===== src/rtl/tva_pkg.sv =====
// Shared types for the attention token-precision path:
// precision codes and the selector FSM states.
package tva_pkg;

  typedef enum logic [3:0] {
    PREC_INT4 = 4'd0,
    PREC_INT8 = 4'd1,
    PREC_FP16 = 4'd2
  } prec_code_t;

  typedef enum logic [2:0] {
    ST_IDLE,
    ST_LOAD,
    ST_ACCUM,
    ST_CLASSIFY,
    ST_DONE
  } tps_state_t;

endpackage


===== src/rtl/token_precision_selector_if.sv =====
// Start/done bundle for token_precision_selector: matrix,
// thresholds in; per-token codes and completion flags out.
interface token_precision_selector_if #(
  parameter int DATA_WIDTH = 16,
  parameter int L          = 8,
  parameter int N          = 1,
  parameter int ACC_WIDTH  = DATA_WIDTH + $clog2(L*N) + 1
);

  logic                         start;
  logic [DATA_WIDTH*L*N*L-1:0]  A_in;
  logic [ACC_WIDTH-1:0]         thr_low;
  logic [ACC_WIDTH-1:0]         thr_high;
  logic [3:0]                   token_precision [L-1:0];
  logic                         done;
  logic                         out_valid;

  modport master (
    output start,
    output A_in,
    output thr_low,
    output thr_high,
    input  token_precision,
    input  done,
    input  out_valid
  );

  modport slave (
    input  start,
    input  A_in,
    input  thr_low,
    input  thr_high,
    output token_precision,
    output done,
    output out_valid
  );

endinterface


===== src/rtl/token_prec_classify.sv =====
// Maps one column sum onto a precision code using the
// two thresholds; the high threshold always wins.
module token_prec_classify
  import tva_pkg::*;
#(
  parameter int ACC_WIDTH = 20
) (
  input  logic [ACC_WIDTH-1:0] sum_i,
  input  logic [ACC_WIDTH-1:0] thr_low_i,
  input  logic [ACC_WIDTH-1:0] thr_high_i,
  output prec_code_t           code_o
);

  logic ge_hi;
  logic ge_lo;

  assign ge_hi = (sum_i >= thr_high_i);
  assign ge_lo = (sum_i >= thr_low_i);

  // Terms are made exclusive so the decoder stays unique
  always_comb begin
    code_o = PREC_INT4;
    unique case (1'b1)
      ge_hi:            code_o = PREC_FP16;
      (!ge_hi && ge_lo): code_o = PREC_INT8;
      default:          code_o = PREC_INT4;
    endcase
  end

endmodule


===== src/rtl/token_precision_selector.sv =====
// Column-sums the attention matrix one query row per cycle
// and registers a precision code for every key/value token.
module token_precision_selector
  import tva_pkg::*;
#(
  parameter int DATA_WIDTH = 16,
  parameter int L          = 8,
  parameter int N          = 1,
  parameter int ACC_WIDTH  = DATA_WIDTH + $clog2(L*N) + 1
) (
  input logic                      clk,
  input logic                      rst_n,
  token_precision_selector_if.slave bus
);

  localparam int E  = L * N * L;
  localparam int IW = (E > 1) ? $clog2(E) : 1;
  localparam int RW = (L > 1) ? $clog2(L) : 1;

  tps_state_t state_q, state_d;

  logic [E-1:0][DATA_WIDTH-1:0] a_q;
  logic [ACC_WIDTH-1:0]         lo_q;
  logic [ACC_WIDTH-1:0]         hi_q;
  logic [ACC_WIDTH-1:0]         sum_q [L];
  logic [ACC_WIDTH-1:0]         sum_d [L];
  logic [RW-1:0]                row_q;
  logic                         row_last;
  logic                         done_q, done_d;
  logic                         valid_q, valid_d;
  logic [3:0]                   prec_q [L];
  prec_code_t                   code_w [L];

  assign row_last = (row_q == RW'(L-1));

  always_ff @(posedge clk or negedge rst_n) begin
    if (!rst_n) begin
      state_q <= ST_IDLE;
    end else begin
      state_q <= state_d;
    end
  end

  always_comb begin
    state_d = state_q;
    unique case (state_q)
      ST_IDLE:     if (bus.start) state_d = ST_LOAD;
      ST_LOAD:     state_d = ST_ACCUM;
      ST_ACCUM:    if (row_last) state_d = ST_CLASSIFY;
      ST_CLASSIFY: state_d = ST_DONE;
      ST_DONE:     state_d = ST_IDLE;
      default:     state_d = ST_IDLE;
    endcase
  end

  // out_valid drops when a new pass is accepted, rises with done
  always_comb begin
    done_d  = (state_d == ST_DONE);
    valid_d = valid_q;
    if (state_q == ST_IDLE && bus.start) begin
      valid_d = 1'b0;
    end else if (state_d == ST_DONE) begin
      valid_d = 1'b1;
    end
  end

  always_ff @(posedge clk or negedge rst_n) begin
    if (!rst_n) begin
      done_q  <= 1'b0;
      valid_q <= 1'b0;
    end else begin
      done_q  <= done_d;
      valid_q <= valid_d;
    end
  end

  always_comb begin
    for (int j = 0; j < L; j++) begin
      sum_d[j] = sum_q[j];
      for (int n = 0; n < N; n++) begin
        sum_d[j] = sum_d[j] + ACC_WIDTH'(
          a_q[IW'(int'(row_q) * N * L + n * L + j)]);
      end
    end
  end

  always_ff @(posedge clk or negedge rst_n) begin
    if (!rst_n) begin
      a_q   <= '0;
      lo_q  <= '0;
      hi_q  <= '0;
      row_q <= '0;
      for (int j = 0; j < L; j++) begin
        sum_q[j]  <= '0;
        prec_q[j] <= PREC_FP16;
      end
    end else begin
      unique case (state_q)
        ST_LOAD: begin
          a_q   <= bus.A_in;
          lo_q  <= bus.thr_low;
          hi_q  <= bus.thr_high;
          row_q <= '0;
          for (int j = 0; j < L; j++) begin
            sum_q[j] <= '0;
          end
        end
        ST_ACCUM: begin
          row_q <= row_q + RW'(1);
          for (int j = 0; j < L; j++) begin
            sum_q[j] <= sum_d[j];
          end
        end
        ST_CLASSIFY: begin
          for (int j = 0; j < L; j++) begin
            prec_q[j] <= code_w[j];
          end
        end
        default: ;
      endcase
    end
  end

  for (genvar g = 0; g < L; g++) begin : g_cls
    token_prec_classify #(
      .ACC_WIDTH (ACC_WIDTH)
    ) u_cls (
      .sum_i      (sum_q[g]),
      .thr_low_i  (lo_q),
      .thr_high_i (hi_q),
      .code_o     (code_w[g])
    );
    assign bus.token_precision[g] = prec_q[g];
  end

  assign bus.done      = done_q;
  assign bus.out_valid = valid_q;

endmodule

===== src/flat_wrapper.sv =====
// flat-port wrapper written by rule: the top's interface ports become plain ports
module token_precision_selector_flat import tva_pkg::*;
#(
  parameter int DATA_WIDTH = 16,
  parameter int L          = 8,
  parameter int N          = 1,
  parameter int ACC_WIDTH  = DATA_WIDTH + $clog2(L*N) + 1
)
  (clk, rst_n, bus_start, bus_A_in, bus_thr_low, bus_thr_high, bus_token_precision, bus_done, bus_out_valid);
  token_precision_selector_if #(.DATA_WIDTH(DATA_WIDTH), .L(L), .N(N), .ACC_WIDTH(ACC_WIDTH)) bus_i ();
  input logic clk;
  input logic rst_n;
  input wire logic [$bits(bus_i.start)-1:0] bus_start;
  input wire logic [$bits(bus_i.A_in)-1:0] bus_A_in;
  input wire logic [$bits(bus_i.thr_low)-1:0] bus_thr_low;
  input wire logic [$bits(bus_i.thr_high)-1:0] bus_thr_high;
  output wire logic [$bits(bus_i.token_precision)-1:0] bus_token_precision;
  output wire logic [$bits(bus_i.done)-1:0] bus_done;
  output wire logic [$bits(bus_i.out_valid)-1:0] bus_out_valid;
  assign bus_i.start = bus_start;
  assign bus_i.A_in = bus_A_in;
  assign bus_i.thr_low = bus_thr_low;
  assign bus_i.thr_high = bus_thr_high;
  assign bus_token_precision = {>>{bus_i.token_precision}};
  assign bus_done = bus_i.done;
  assign bus_out_valid = bus_i.out_valid;
  token_precision_selector #(.DATA_WIDTH(DATA_WIDTH), .L(L), .N(N), .ACC_WIDTH(ACC_WIDTH)) u_core (.clk(clk), .rst_n(rst_n), .bus(bus_i));
endmodule

===== config.mk =====
export PLATFORM = sky130hd
export DESIGN_NAME = token_precision_selector_flat
export DESIGN_NICKNAME = d
export VERILOG_FILES = /design/src/rtl/tva_pkg.sv /design/src/rtl/token_precision_selector_if.sv /design/src/rtl/token_prec_classify.sv /design/src/rtl/token_precision_selector.sv /design/src/flat_wrapper.sv
export SDC_FILE = /design/constraint.sdc
export NUM_CORES = 2
export LEC_CHECK = 0
export CORE_AREA = 2 2 430 432
export CTS_BUF_LIST = sky130_fd_sc_hd__clkbuf_4 sky130_fd_sc_hd__clkbuf_8 sky130_fd_sc_hd__clkbuf_16
export DETAILED_ROUTE_END_ITERATION = 8
export DIE_AREA = 0 0 432 434
export HOLD_SLACK_MARGIN = 0.1
export PLACE_DENSITY_LB_ADDON = 0.3
export SYNTH_ARGS = -nofsm -noshare
export SYNTH_HDL_FRONTEND = slang
export SYNTH_HIERARCHICAL = 1
export SYNTH_SLANG_ARGS = --single-unit

===== constraint.sdc =====
create_clock -name clk -period 5.75 [get_ports clk]
set_clock_uncertainty 0.1 [all_clocks]
set_input_delay 0.8625 -clock clk [delete_from_list [all_inputs] [get_ports clk]]
set_output_delay 0.8625 -clock clk [all_outputs]
set_load 0.05 [all_outputs]

==> out/summary.txt <==
Crit path depth - 13
global route overflow - 0
DRC errors left - 0
# Max-Cap Violations - 0
R2R Setup Slk - 1.03 ns
Post-synth EDFFs - 0
CP max stage cell - dfrtp_4
clk_lat worst skew - 0.81 ns
Hold WC Path Type - flip-flop to flip-flop
Final setup viols - 0
Yosys Warn Count - 6
Min-Delay Endpoint - u_core/a_q[270]$_DFFE_PN0P_
Critical Path Fanout Max - 36
number of gates resized after cts - 0
initial antenna violation count - 36
area occupied by multi-input gates - 34000 µm²
CP endpoint kind - flip-flop
Die X - 432 µm
Fillers - 17000
outcome - completed
Final WS setup - 1.03 ns
FF-to-FF End - u_core/sum_q[76]$_DFFE_PN0P_
Worst Max-Slew Pin Slew - 1.27 ns
IO buf count - 1100
dpl cells - 10700
register area share after synthesis - 0.461
NumNets Final - 10000
Synth Register Bits - 1264
fin crit share - 0.820
post-place setup slack - 1.14 ns
Arr. time, crit path - 5.32 ns
Initial Util - 0.376
WP data required - 6.36 ns
hold slack - 0.368 ns
routed len/inst - 22.0 µm
Core ar. - 182000 µm²
Via-to-Cell Ratio - 5.18
Peak VDD IR - 399 µV
hold_sp - u_core/a_q[270]$_DFFE_PN0P_
Worst R2R Path Depth - 13
TritonCTS clock tree - yes
reg2reg start - u_core/row_q[0]$_DFFE_PN0P_
FFs w/ async S/R, synth - 1.00
Syn Inst Count - 7517
deepest clock path buffer count - 3
Total Wirelength - 242000 µm
Final ANT Viol Nets - 0
Final Hold Viols - 0
Critical Path Start - u_core/row_q[0]$_DFFE_PN0P_
Rel. slew slack - 0.155
cell breakdown of the critical path - buf_12 > mux4_2 > mux2_2 > ha_1 > inv_1 > fa_1 > nor2b_1 > o31ai_1 > a21oi_1 > o2111ai_1 > nand2_1 > a41oi_1 > mux2i_1
first-pass GRT wire length - 360000 µm
top_reg_cell synth - dfrtp_1
pin count of the biggest net entering global routing - 256
Root Buffer - clkbuf_16
1st-iter DRT viols - 5124
chip height - 434 µm
synthesized cell area - 68600 µm²
H-tree levels - 4
Power per Cell Area - 621 nW/µm²
total CTS buffers - 146
crit path launch type - flip-flop
post-route setup TNS - 0 ns
sequential cell area - 31700 µm²
DIE AREA - 187000 µm²
DP HPWL - 177000 µm
Largest stage delay, worst path - 1.06 ns
Overall Global Routing Usage - 0.255
delay-heaviest family, CP - compound AO/OA/AOI/OAI gates
unique cell type count in the Yosys netlist - 84
mean post-synth cell area - 9.13 µm²
P&R area growth vs syn - 27.0%
P_leak - 42.7 nW
row count - 157
1st-pass router iterations - 6
Top Ports - 1101
vias in the first global route - 57900
RSZ-0062 raised after global routing - no
Slew Limit Fails - 0
most common cell after layout, fill and taps aside - nand2_1
most frequent cells in the layout - nand2_1 (3462), dfrtp_1 (1253), clkdlybuf4s50_1 (1099)
Cell Count, Final, Fillers Out - 11000
crit path time final - 4.72 ns
worst path bufs/invs - 2
Sink Count - 1264
critical path type - flip-flop to flip-flop
Fmax - 0.212 GHz
share of cells above drive strength 1 - 0.0944
Vias - 57100
hold path depth - 2
CTS clk-pin slew, worst paths - 0.06 ns
routability cong. - 0.903
[cell type report]
| cell class | instances | area share |
|---|---|---|
| Inverter | 363 | 0.0156 |
| Sequential cell | 1264 | 0.363 |
| Antenna cell | 32 | 0.000919 |
| Clock inverter | 45 | 0.00709 |
| Clock buffer | 211 | 0.0502 |
| Timing Repair Buffer | 1192 | 0.139 |
| Multi-Input combinational cell | 5528 | 0.390 |
| Tap cell | 2385 | 0.0342 |
[cells in the mapped netlist (all sizes together), types with 6 or more instances]
cell     number  area (µm²)
a31oi        16         115
o2111ai      13         120
clkbuf      159         597
nor3b        10        75.1
nor2b        17         114
o211ai       12        95.1
a22o         19         166
a41oi        17         149
mux2i        38         380
xor2         44         385
xnor2        33         289
a21boi        6        45.1
o21ai       204        1020
conb          8        30.0
mux2        153        1720
o22ai         8        50.1
nand2      3462       13000
buf         211        1090
o31ai        37         283
and4          8        70.1
dfstp         8         210
nand3        26         135
nand2b       23         144
dfrtp      1256       31400
nor2        126         475
a21o         58         437
a21oi       211        1060
a32o         14         140
and2          6        37.5
fa            8         160
and3         13        81.3
mux4        256        5770
a221oi       18         225
or3          11        68.8
a2111o        8        90.1
a211oi       34         270
o21a         21         158
nor3         36         220
inv         363        1360
o21bai       18         139
ha          450        5630
nand4        38         238
[per-stage QoR]
step,power (mW),util,area [µm²]
after floorplan,35.1,-,68600
after global placement,43.4,0.450,82100
after detailed placement,44.4,0.450,82100
after CTS,54.3,0.477,87100
after global routing,58.3,0.477,87100
final,54.1,0.478,87100
[worst register-to-register path, stage by stage, from the launching register on]
cell	delay (ns)
dfrtp_4	1.06
buf_12	0.41
mux4_2	0.56
mux2_2	0.28
ha_1	0.19
inv_1	0.08
fa_1	0.22
nor2b_1	0.08
o31ai_1	0.45
a21oi_1	0.18
o2111ai_1	0.26
nand2_1	0.21
a41oi_1	0.31
mux2i_1	0.24
[kinds of logic (layout without fill, tap and decap cells)]
| kind of cell | count (synthesis) | in the layout | share of synthesized area |
|---|---|---|---|
| AOI/OAI and AO/OA | 736 | 736 | 0.0695 |
| DFF | 1264 | 1264 | 0.461 |
| xor gates and xnor gates | 77 | 77 | 0.00983 |
| and+or+nand+nor | 3794 | 3794 | 0.216 |
| buffers and inverters | 733 | 1811 | 0.0444 |
| adders and majority gates | 458 | 458 | 0.0844 |
| muxes | 447 | 447 | 0.115 |
| other | 8 | 48 | 0.000438 |
[worst max path at each step]
| stage | endpoint |
|---|---|
| after floorplan | u_core/sum_q[158]$_DFFE_PN0P_ |
| after global placement | u_core/sum_q[95]$_DFFE_PN0P_ |
| after detailed placement | u_core/sum_q[76]$_DFFE_PN0P_ |
| after CTS | u_core/sum_q[76]$_DFFE_PN0P_ |
| after global routing | u_core/sum_q[76]$_DFFE_PN0P_ |
| final | u_core/sum_q[76]$_DFFE_PN0P_ |
[power breakdown]
group / switching [mW] / internal, mW / total [mW] / leakage, nW
clock: 3.91 / 5.78 / 9.69 / 2.50
combinational: 15.3 / 11.8 / 27.1 / 24.6
sequential: 4.08 / 13.2 / 17.3 / 15.6
total: 23.3 / 30.8 / 54.1 / 42.7
[state kept, by name, summed over array words and instances (netlist names)]
signal / flops
u_core/bus.out_valid: 1
u_core/state_q: 3
u_core/row_q: 3
u_core/hi_q: 20
u_core/a_q: 1024
u_core/lo_q: 20
u_core/bus.token_precision: 32
u_core/bus.done: 1
u_core/sum_q: 160
[routing by layer]
layer,share of wire,vias up,GRT usage
met1,0.42,28000,0.332
met2,0.48,1860,0.416
met5,0.00014,-,0
met4,0.043,4,0.122
li1,-,26800,-
met3,0.057,406,0.0386
[timing repair]
item,in CTS,in global routing
setup buffers,0,0
endpoints found under the hold margin,91,0
hold buffers,1,0
(Power assumes the default switching activity.)
